===== config.mk =====
export PLATFORM = sky130hd
export DESIGN_NAME = xor_stream_decoder
export DESIGN_NICKNAME = d
export VERILOG_FILES = /design/src/rtl/xor_dec_pkg.sv /design/src/rtl/xor_lfsr_keygen.sv /design/src/rtl/xor_stream_decoder.sv
export SDC_FILE = /design/constraint.sdc
export NUM_CORES = 1
export LEC_CHECK = 0
export ABC_AREA = 1
export CORE_ASPECT_RATIO = 0.6
export CORE_MARGIN = 3
export CORE_UTILIZATION = 48
export CTS_CLUSTER_SIZE = 25
export DETAILED_ROUTE_END_ITERATION = 8
export PLACE_DENSITY = 0.8
export SYNTH_ARGS = -nofsm -noshare
export SYNTH_HDL_FRONTEND = slang
export SYNTH_SLANG_ARGS = --single-unit

===== constraint.sdc =====
create_clock -name clock -period 1.95 [get_ports clock]
set_input_delay 0.39 -clock clock [delete_from_list [all_inputs] [get_ports clock]]
set_output_delay 0.39 -clock clock [all_outputs]
set_load 0.01 [all_outputs]

===== src/rtl/xor_dec_pkg.sv =====
// xor_dec_pkg: shared types and constants for the XOR stream decoder.
// Provides the FSM state enum, the default Galois tap mask, the zero-seed
// substitute and the single-step LFSR helper used by the keystream generator.
package xor_dec_pkg;
  localparam int KEY_W = 32;
  localparam logic [KEY_W-1:0] DEFAULT_LFSR_POLY = 32'h80200003;
  localparam logic [KEY_W-1:0] SEED_ZERO_SUB = 32'h1;
  typedef enum logic [1:0] {IDLE, DATA, CHECK, FIN} stateT;
  function automatic logic [KEY_W-1:0] lfsr_next(input logic [KEY_W-1:0] poly, input logic [KEY_W-1:0] val);
    return (val >> 1) ^ (val[0] ? poly : '0);
  endfunction
endpackage


===== src/rtl/xor_lfsr_keygen.sv =====
// xor_lfsr_keygen: Galois LFSR keystream register.
// Ports: clock/reset_n (async active-low), load + seed (zero seed becomes 1),
// advance (step once per consumed word), key (current keystream word).
module xor_lfsr_keygen
  import xor_dec_pkg::*;
#(
  parameter logic [KEY_W-1:0] POLY = DEFAULT_LFSR_POLY
) (
  input  logic             clock,
  input  logic             reset_n,
  input  logic             load,
  input  logic [KEY_W-1:0] seed,
  input  logic             advance,
  output logic [KEY_W-1:0] key
);
  always_ff @(posedge clock or negedge reset_n)
    if (!reset_n) key <= SEED_ZERO_SUB;
    else if (load) key <= (seed == '0) ? SEED_ZERO_SUB : seed;
    else if (advance) key <= lfsr_next(POLY, key);
endmodule


===== src/rtl/xor_stream_decoder.sv =====
// xor_stream_decoder: length-framed XOR keystream decoder with valid/ready on both sides.
// Ports: clock, reset_n (async active-low); start/seed/len open a frame from IDLE;
// in_valid/in_ready/in_data encoded input; out_valid/out_ready/out_data/out_last
// decoded output; busy (not IDLE), done (completion pulse), err (trailer mismatch).
// Build option XOR_DEC_CHECK_EN: adds the CHECK state that consumes and compares a
// trailer word (XOR of all plaintext words); without it err is tied low.
module xor_stream_decoder
  import xor_dec_pkg::*;
#(
  parameter int                DATA_W    = KEY_W,
  parameter int                LEN_W     = 8,
  parameter logic [DATA_W-1:0] LFSR_POLY = DEFAULT_LFSR_POLY
) (
  input  logic              clock,
  input  logic              reset_n,
  input  logic              start,
  input  logic [DATA_W-1:0] seed,
  input  logic [LEN_W-1:0]  len,
  input  logic              in_valid,
  output logic              in_ready,
  input  logic [DATA_W-1:0] in_data,
  output logic              out_valid,
  input  logic              out_ready,
  output logic [DATA_W-1:0] out_data,
  output logic              out_last,
  output logic              busy,
  output logic              done,
  output logic              err
);
`ifdef XOR_DEC_CHECK_EN
  localparam stateT AFTER_DATA = CHECK;
`else
  localparam stateT AFTER_DATA = FIN;
`endif
  stateT state, stateNext;
  logic [LEN_W-1:0] cnt;
  logic [DATA_W-1:0] key, plain;
  logic startAcc, fire, dataFire, lastFire, drainOk;
  assign startAcc = state == IDLE && start;
  assign fire = in_valid && in_ready;
  assign dataFire = fire && state == DATA;
  assign lastFire = dataFire && cnt == LEN_W'(1);
  // FIN may only finish once the output register is empty or emptying this cycle,
  // so done never appears while a decoded word is still being held.
  assign drainOk = !out_valid || out_ready;
  assign plain = in_data ^ key;
  xor_lfsr_keygen #(.POLY(LFSR_POLY)) keygen (
    .clock  (clock),
    .reset_n(reset_n),
    .load   (startAcc),
    .seed   (seed),
    .advance(dataFire),
    .key    (key)
  );
  always_ff @(posedge clock or negedge reset_n)
    if (!reset_n) state <= IDLE;
    else state <= stateNext;
  always_comb begin
    stateNext = state;
    case (state)
      IDLE:    if (start) stateNext = (len != '0) ? DATA : AFTER_DATA;
      DATA:    if (lastFire) stateNext = AFTER_DATA;
      CHECK:   if (fire) stateNext = FIN;
      FIN:     if (drainOk) stateNext = IDLE;
      default: stateNext = IDLE;
    endcase
  end
  always_comb begin
    in_ready = state == DATA ? drainOk : state == CHECK;
    busy = state != IDLE;
  end
  always_ff @(posedge clock or negedge reset_n)
    if (!reset_n) begin
      out_valid <= 1'b0;
      out_data <= '0;
      out_last <= 1'b0;
      cnt <= '0;
      done <= 1'b0;
    end else begin
      done <= state == FIN && drainOk;
      if (startAcc) cnt <= len;
      else if (dataFire) cnt <= cnt - LEN_W'(1);
      if (dataFire) begin
        out_valid <= 1'b1;
        out_data <= plain;
        out_last <= lastFire;
      end else if (out_ready) out_valid <= 1'b0;
    end
`ifdef XOR_DEC_CHECK_EN
  logic [DATA_W-1:0] csum;
  always_ff @(posedge clock or negedge reset_n)
    if (!reset_n) begin
      csum <= '0;
      err <= 1'b0;
    end else if (startAcc) begin
      csum <= '0;
      err <= 1'b0;
    end else begin
      if (dataFire) csum <= csum ^ plain;
      if (fire && state == CHECK) err <= in_data != csum;
    end
`else
  assign err = 1'b0;
`endif
endmodule


Word level (Yosys, flattened, before mapping). Cells that the tools add are included.

Flip-flop bits (word level): 77. Latch bits: 0. Bits in writable memories: 0. ROM bits: 0. Input port bits: 77. Output and inout port bits: 38. Logic and storage cells: 47. Memories kept: 0.

Add/sub/neg operators: 1. Multipliers: 0. Div/mod/pow operators: 0. Order comparisons: 0. Eq/ne operators: 8. Shifts and indexed selects: 0. Muxes and demuxes: 15. Bitwise operators: 2. Reduce and logical (&&, ||, !) cells: 14.

Operator list (number): two-way mux 32 bit (4); zero test 32 bit (1); XOR 31 x 32 -> 32 bit (1); XOR 32 bit (1); two-way mux 8 bit (2); two-way mux 2 bit (5); equality test 8 x 1 -> 1 bit (second input constant) (1); inequality test 2 bit (second input constant) (4); one-hot mux 2 bit (4 select lines) (1); nonzero test 8 bit (1); subtractor 8 x 1 -> 8 bit (second input constant) (1); nonzero test 2 bit (3); logical AND 1 bit (5); equality test 2 bit (second input constant) (2); AND reduction 4 bit (1); two-way mux 1 bit (3); equality test 2 x 1 -> 1 bit (second input constant) (1); zero test 2 bit (1); zero test 1 bit (1); logical OR 1 bit (1).

Depth between registers and ports, before layout. Gate-level depths: netlist of the first run.

Depth after elaboration: 8. Mapped depth: 9. Depth with buffers taken out: 9.

Modules after synthesis. A second synthesis of the first run with hierarchy kept.

Cell total of the unflattened synthesis: 470. Area, all modules: 3967.6 um^2.

By module, submodules not included: xor_stream_decoder (times used 1, cells an instance 258, area each 2352.3 um^2, seq. area each 1126.1 um^2); xor_lfsr_keygen (times used 1, cells an instance 212, area each 1615.3 um^2, seq. area each 802.0 um^2).

Least setup slack after synthesis of the first run. OpenSTA, ideal clock, no wires.

Kind: reg2reg. Start: register state[1]. End: register out_data[0]. Setup time: 0.122 ns. Arrival time: 1.369 ns. Data required time: 1.828 ns. Path slack: 0.459 ns. Stages on the path, launching flop included: 10. Path buffers: 2. Clock period less this slack: 1.491 ns. Cells stage by stage: dfrtp_1 -> inv_1 -> ha_1 -> inv_2 -> a21oi_2 -> nand2_2 -> buf_6 -> buf_6 -> nand2_1 -> o21ai_2.

Word-level cells in the longest chain between the ends: 4. Elaborated cells between the ends (all ways): 5.

RTL lines: start: declaration (line xor_stream_decoder.sv:35) `stateT state, stateNext;`; start signal: assignment (line xor_stream_decoder.sv:57) `else state <= stateNext;`; equality test 2 bit or equality test 2 x 1 -> 1 bit (tied branches) (line xor_stream_decoder.sv:69, xor_stream_decoder.sv:41); two-way mux 1 bit (line xor_stream_decoder.sv:69) `in_ready = state == DATA ? drainOk : state == CHECK;`; logical AND 1 bit (line xor_stream_decoder.sv:40) `assign fire = in_valid && in_ready;`; logical AND 1 bit (*) (line xor_stream_decoder.sv:41) `assign dataFire = fire && state == DATA;`; end signal: assignment (line xor_stream_decoder.sv:85) `out_data <= plain;`; end: declaration (line xor_stream_decoder.sv:24) `output logic [DATA_W-1:0] out_data,`.

Mark *: on every way between the ends. The rest lies on a longest branch, timed or not. A chain may end at the register's enable or synchronous reset.

Worst setup path in the final report of the first run.
Start: register state[0]. End: output in_ready.

Word-level cells in the longest chain between the ends: 2. Elaborated cells between the ends (all ways): 3.

RTL lines: equality test 2 bit or equality test 2 x 1 -> 1 bit (tied branches) (line xor_stream_decoder.sv:69); two-way mux 1 bit (*) (line xor_stream_decoder.sv:69); end: declaration (line xor_stream_decoder.sv:20) `output logic in_ready,`.

Marked as above.

==> results.json, run 1 <==
{
  "power_leakage_nw": 2.48,
  "maxSlewViolCount": 0,
  "core-area_um2": 8070,
  "nFillCells": 642,
  "grt_setup_unrepaired": "no",
  "r2r_cells": 10,
  "grt_max_degree": 49,
  "final_util": 0.704,
  "cts.sinks": 77,
  "drc": 0,
  "max-vdd-ir-drop_v": 0.000706,
  "antenna_found_initial": 0,
  "powerDensity_nw_per_um2": 1500,
  "r2r_end": "keygen.key[1]",
  "critPathRequiredTime_ps": 1560,
  "fmax_mhz": 557,
  "critical_path.top_delay_family": "flip-flops",
  "cts_root_buffer": "clkbuf_16",
  "r2r_setup_slack_ps": 210,
  "period_share": 0.920,
  "cts.path.max_buffers": 2,
  "gp_congestion": 0.865,
  "overflow": 0,
  "numCtsBuffers": 9,
  "finalClockSkew_ps": 3.36,
  "synth_cell_type_count": 30,
  "hold_violations": 0,
  "period_minus_slack_ps": 1790,
  "finalSetupViolCount": 0,
  "dr.pass1.iters": 5,
  "yosysWarnings": 0,
  "path_cells": "buf_4 > ha_1 > o21ai_0 > clkbuf_2",
  "row_count": 25,
  "nets": 682,
  "cp.arrival_ps": 1400,
  "holdBufCountCts": 0,
  "layout.area.seq_um2": 1930,
  "die_w_um": 125,
  "whs_ps": 13.6,
  "synth_area_um2": 4100,
  "wire_per_inst_um": 14.8,
  "slowest_delay_ps": 390,
  "cts_tree": "done",
  "status": "completed",
  "synthCells": 470,
  "startpoint_type": "register",
  "grt_pass1_vias": 3613,
  "drive_gt1_frac": 0.154,
  "r2r-start": "state[0]",
  "track_usage": 0.226,
  "path_buf_inv": 2,
  "floorplan.initialDensity": 0.508,
  "drtAntennaViolNets": 0,
  "syn-num-nets": 554,
  "post_drt_via_cell_ratio": 5.04,
  "critPathLaunch": "state[0]",
  "multi_input_area_um2": 1940,
  "hp-class": "input port to async pin",
  "drt-initial-drc-count": 305,
  "yosysSeqAreaShare": 0.470,
  "tightest_slew_ps": 605,
  "portBuffers": 113,
  "grt_pass1_wl_um": 17600,
  "design.die.area_um2": 9730,
  "avgSynthCellArea_um2": 8.73,
  "cts.clk_slew.worst_paths_ps": 60,
  "n_antenna_cell": 0,
  "cap_violations": 0,
  "htreeDepth": 3,
  "num_vias": 3585,
  "die_h_um": 77.6,
  "path_class": "register to output pin",
  "crit_slowest_cell": "dfrtp_1",
  "io_pins": 115,
  "end_kind": "output pin",
  "wl_um": 10500,
  "cp_max_fo": 3,
  "relSlewSlack": 0.594,
  "ys_seq_elements": 77,
  "clock_latency_ps": 330,
  "dp_hpwl_um": 8010,
  "area_growth_syn_to_layout_pct": 38.6
}
[worst max path at each step]
stage	cells after the start	slack, ps	endpoint
2_1_floorplan	9	460	out_data[0]
3_3_place_gp	6	-80	in_ready
6_report	4	160	in_ready
4_1_cts	5	10	in_ready
5_1_grt	4	60	in_ready
3_5_place_dp	6	-140	in_ready
[per-stage QoR]
step,cell area [µm²],power [mW],setup TNS [ps],setup slack (ps),cells
after global placement,5400,6.83,-76.3,-76.3,693
after global routing,5690,9.19,0,59.8,711
final,5690,8.53,0,156,711
after CTS,5690,8.61,0,12.4,711
after detailed placement,5400,7.01,-851,-141,693
after floorplan,4100,5.46,0,459,470
[cell families after synthesis]
kind of cell / synth area share
flip-flops: 0.470
XOR/XNOR: 0.0790
other: 0.000914
buffers and inverters: 0.0576
adder cells (fa/ha/maj): 0.0213
AND/OR/NAND/NOR: 0.300
AO/OA/AOI/OAI: 0.0711
[cells in the final DEF (no fill, tap or decap), drive strengths merged]
cell type / instances
buf: 24
inv: 21
clkinv: 4
a21oi: 4
nand3: 18
nand4: 3
conb: 1
clkbuf: 10
xnor2: 35
dfrtp: 76
dfstp: 1
and2: 1
o21ai: 36
or2: 1
clkinvlp: 2
dlygate4sd2: 1
nor2: 120
clkdlybuf4s50: 110
ha: 7
nor3: 31
xor2: 2
o211ai: 4
nand2: 91
[per-layer routing]
layer | global-route usage | part of all wire
met4 | 0.0509 | 0.0077
met2 | 0.353 | 0.45
met3 | 0.0708 | 0.074
met5 | 0 | 0
met1 | 0.310 | 0.46
[cells in the mapped netlist (all sizes together)]
cell type  number  area (µm²)
a21oi           4        23.8
and2            1        6.26
buf            15         146
clkbuf          4        15.0
conb            1        3.75
dfrtp          76        1900
dfstp           1        26.3
ha              7        87.6
inv            20        75.1
nand2          91         362
nand3          18        90.1
nand4           3        18.8
nor2          120         453
nor3           31         295
o211ai          4        35.0
o21ai          36         233
or2             1        6.26
xnor2          35         307
xor2            2        17.5
[worst register-to-register path: stages, from the launching register on]
cell	delay, ps
dfrtp_1	390
buf_4	150
ha_1	230
buf_4	160
inv_2	60
a21oi_2	40
nand2_2	130
nand2_4	80
buf_4	180
o21ai_0	150
nor2_1	60
[sequential cells by signal, indices dropped and copies added (netlist names)]
signal,flops
out_last,1
cnt,8
keygen.key,32
done,1
out_data,32
out_valid,1
state,2
[power breakdown]
part	total [mW]	switching, mW	internal [mW]
sequential	3.00	0.634	2.37
clock	1.55	0.681	0.865
combinational	3.98	2.01	1.98
[area by class of cell]
class | count | area share
inverters | 20 | 0.0132
well taps | 108 | 0.0238
repair buffers | 136 | 0.234
clock buffers | 9 | 0.0396
flip-flops and latches | 77 | 0.339
multi-input cells | 354 | 0.341
clock inverters | 7 | 0.00902
[timing repair]
item                       in CTS  in global routing
gates resized for setup         2                  3
setup endpoints to repair       2                  1
setup buffers                   2                  0
pin swaps                       0                  0
Power figures use the tool's default switching activity.
==> run 2, diff against run 1 <==
CTS_CLUSTER_SIZE = 14   (was 25)
==> results of run 2 <==
Final layout, timing and power as in run 1 (identical DEF).
==> run 3, diff against run 2 <==
CORE_MARGIN = 2   (was 3)
==> run 3 against run 2 <==
Against the previous run: total power up 3.6%; clock skew up 2.9 ps; sequential power about the same; critical path depth unchanged; sequential cell count stayed put; wire length is 2.2% lower.
==> results.json, run 3 (synthesized netlist as in run 1, its figures left out) <==
{
  "status": "completed",
  "numCtsBuffers": 9,
  "post_drt_via_cell_ratio": 4.96,
  "cts.path.max_buffers": 2,
  "grt_max_degree": 37,
  "drive_gt1_frac": 0.145,
  "overflow": 0,
  "die_h_um": 75.6,
  "dp_hpwl_um": 7570,
  "critPathLaunch": "state[0]",
  "cts.clk_slew.worst_paths_ps": 60,
  "grt_pass1_vias": 3297,
  "powerDensity_nw_per_um2": 1550,
  "final_common_cell": "nor2_1",
  "core-area_um2": 8390,
  "wl_um": 10300,
  "path_class": "register to output pin",
  "cts.sinks": 77,
  "r2r_setup_slack_ps": 140,
  "cts_tree": "done",
  "portBuffers": 113,
  "place_ws_ps": -103,
  "dr.pass1.iters": 5,
  "hp-class": "register to register",
  "end_kind": "output pin",
  "period_minus_slack_ps": 1830,
  "fin_ws_ps": 122,
  "startpoint_type": "register",
  "r2r_end": "keygen.key[13]",
  "maxSlewViolCount": 0,
  "htreeDepth": 3,
  "clock_latency_ps": 340,
  "hold_violations": 0,
  "r2r_cells": 10,
  "antenna_found_initial": 0,
  "die_w_um": 123,
  "cap_violations": 0,
  "reg_top3": "keygen.key (32), out_data (32), cnt (8)",
  "wire_per_inst_um": 14.5,
  "fmax_mhz": 547,
  "track_usage": 0.235,
  "p_total_mw": 8.84,
  "grt_pass1_wl_um": 16300,
  "cp_max_fo": 3,
  "relSlewSlack": 0.588,
  "tightest_slew_ps": 613,
  "power_leakage_nw": 2.48,
  "critPathRequiredTime_ps": 1560,
  "r2r-start": "state[0]",
  "finalSetupViolCount": 0,
  "period_share": 0.937,
  "crit_end": "in_ready",
  "row_count": 26,
  "max-vdd-ir-drop_v": 0.000732,
  "design.die.area_um2": 9330,
  "drc": 0,
  "finalClockSkew_ps": 6.22,
  "num_vias": 3521,
  "area_growth_syn_to_layout_pct": 39.2,
  "fin_area_um2": 5710,
  "floorplan.initialDensity": 0.489,
  "n_antenna_cell": 0,
  "drt-initial-drc-count": 191,
  "nFillCells": 688,
  "gp_congestion": 0.879,
  "layout_common_cells": "nor2_1, clkdlybuf4s50_1, nand2_1",
  "place_area_um2": 5360,
  "cp.arrival_ps": 1440,
  "io_pins": 115,
  "cts_root_buffer": "clkbuf_16",
  "drtAntennaViolNets": 0,
  "hold_path_depth": 2,
  "grt_setup_unrepaired": "no",
  "nets": 677
}
## run 3: cell types whose count changed in the layout (fill, tap and decap cells not counted), sizes merged
cell         delta
inv             +1
buf             -6
clkbuf          +1
bufinv          +2
clkinvlp        -1
clkinv          -3
dlygate4sd3     +1
## run 3: metrics by stage
step | TNS, ps | hold slack [ps] | instances | util
2_1_floorplan | 0 | 94.4 | 470 | -
3_3_place_gp | -79.1 | 359 | 691 | 0.639
3_5_place_dp | -151 | 361 | 691 | 0.639
4_1_cts | 0 | 483 | 710 | 0.681
5_1_grt | 0 | 507 | 710 | 0.681
6_report | 0 | 483 | 710 | 0.681
## run 3: area by class of cell
class | count | area [µm²] | share of cell area
Multi-Input combinational cell | 354 | 1940 | 0.339
Sequential cell | 77 | 1930 | 0.338
Timing Repair Buffer | 131 | 1300 | 0.227
Clock buffer | 10 | 239 | 0.0418
Tap cell | 112 | 140 | 0.0245
Clock inverter | 6 | 93.8 | 0.0164
Inverter | 20 | 75.1 | 0.0131
## run 3: where the power goes
| part | total (mW) | internal (mW) | switching [mW] |
|---|---|---|---|
| Clock | 1.86 | 1.17 | 0.689 |
| Combinational | 3.99 | 1.96 | 2.04 |
| Sequential | 2.99 | 2.37 | 0.620 |
## run 3: worst min-delay path by stage
stage | from | endpoint
5_1_grt | out_data[3] | out_data[3]
6_report | out_data[5] | out_data[5]
3_5_place_dp | reset_n | out_data[17]
2_1_floorplan | reset_n | cnt[0]
4_1_cts | out_data[1] | out_data[1]
3_3_place_gp | reset_n | out_data[18]
## run 3: repair_timing
item,in CTS,in global routing
gates resized for setup,3,1
buffers inserted,2,0
hold buffers,1,0
endpoints found under the setup margin,2,1
hold endpoints to repair,27,0
## run 3: critical path, stage by stage (launching register included)
cell      delay (ps)
dfrtp_1          390
buf_4            150
ha_1             230
o21ai_0          170
clkbuf_2         160
## run 3: per-layer routing
metal,vias to the layer above,wire [µm],GRT usage
met5,-,0,0
met3,11,921,0.0853
li1,1742,-,-
met1,1620,4820,0.316
met2,148,4480,0.362
met4,0,79,0.0644
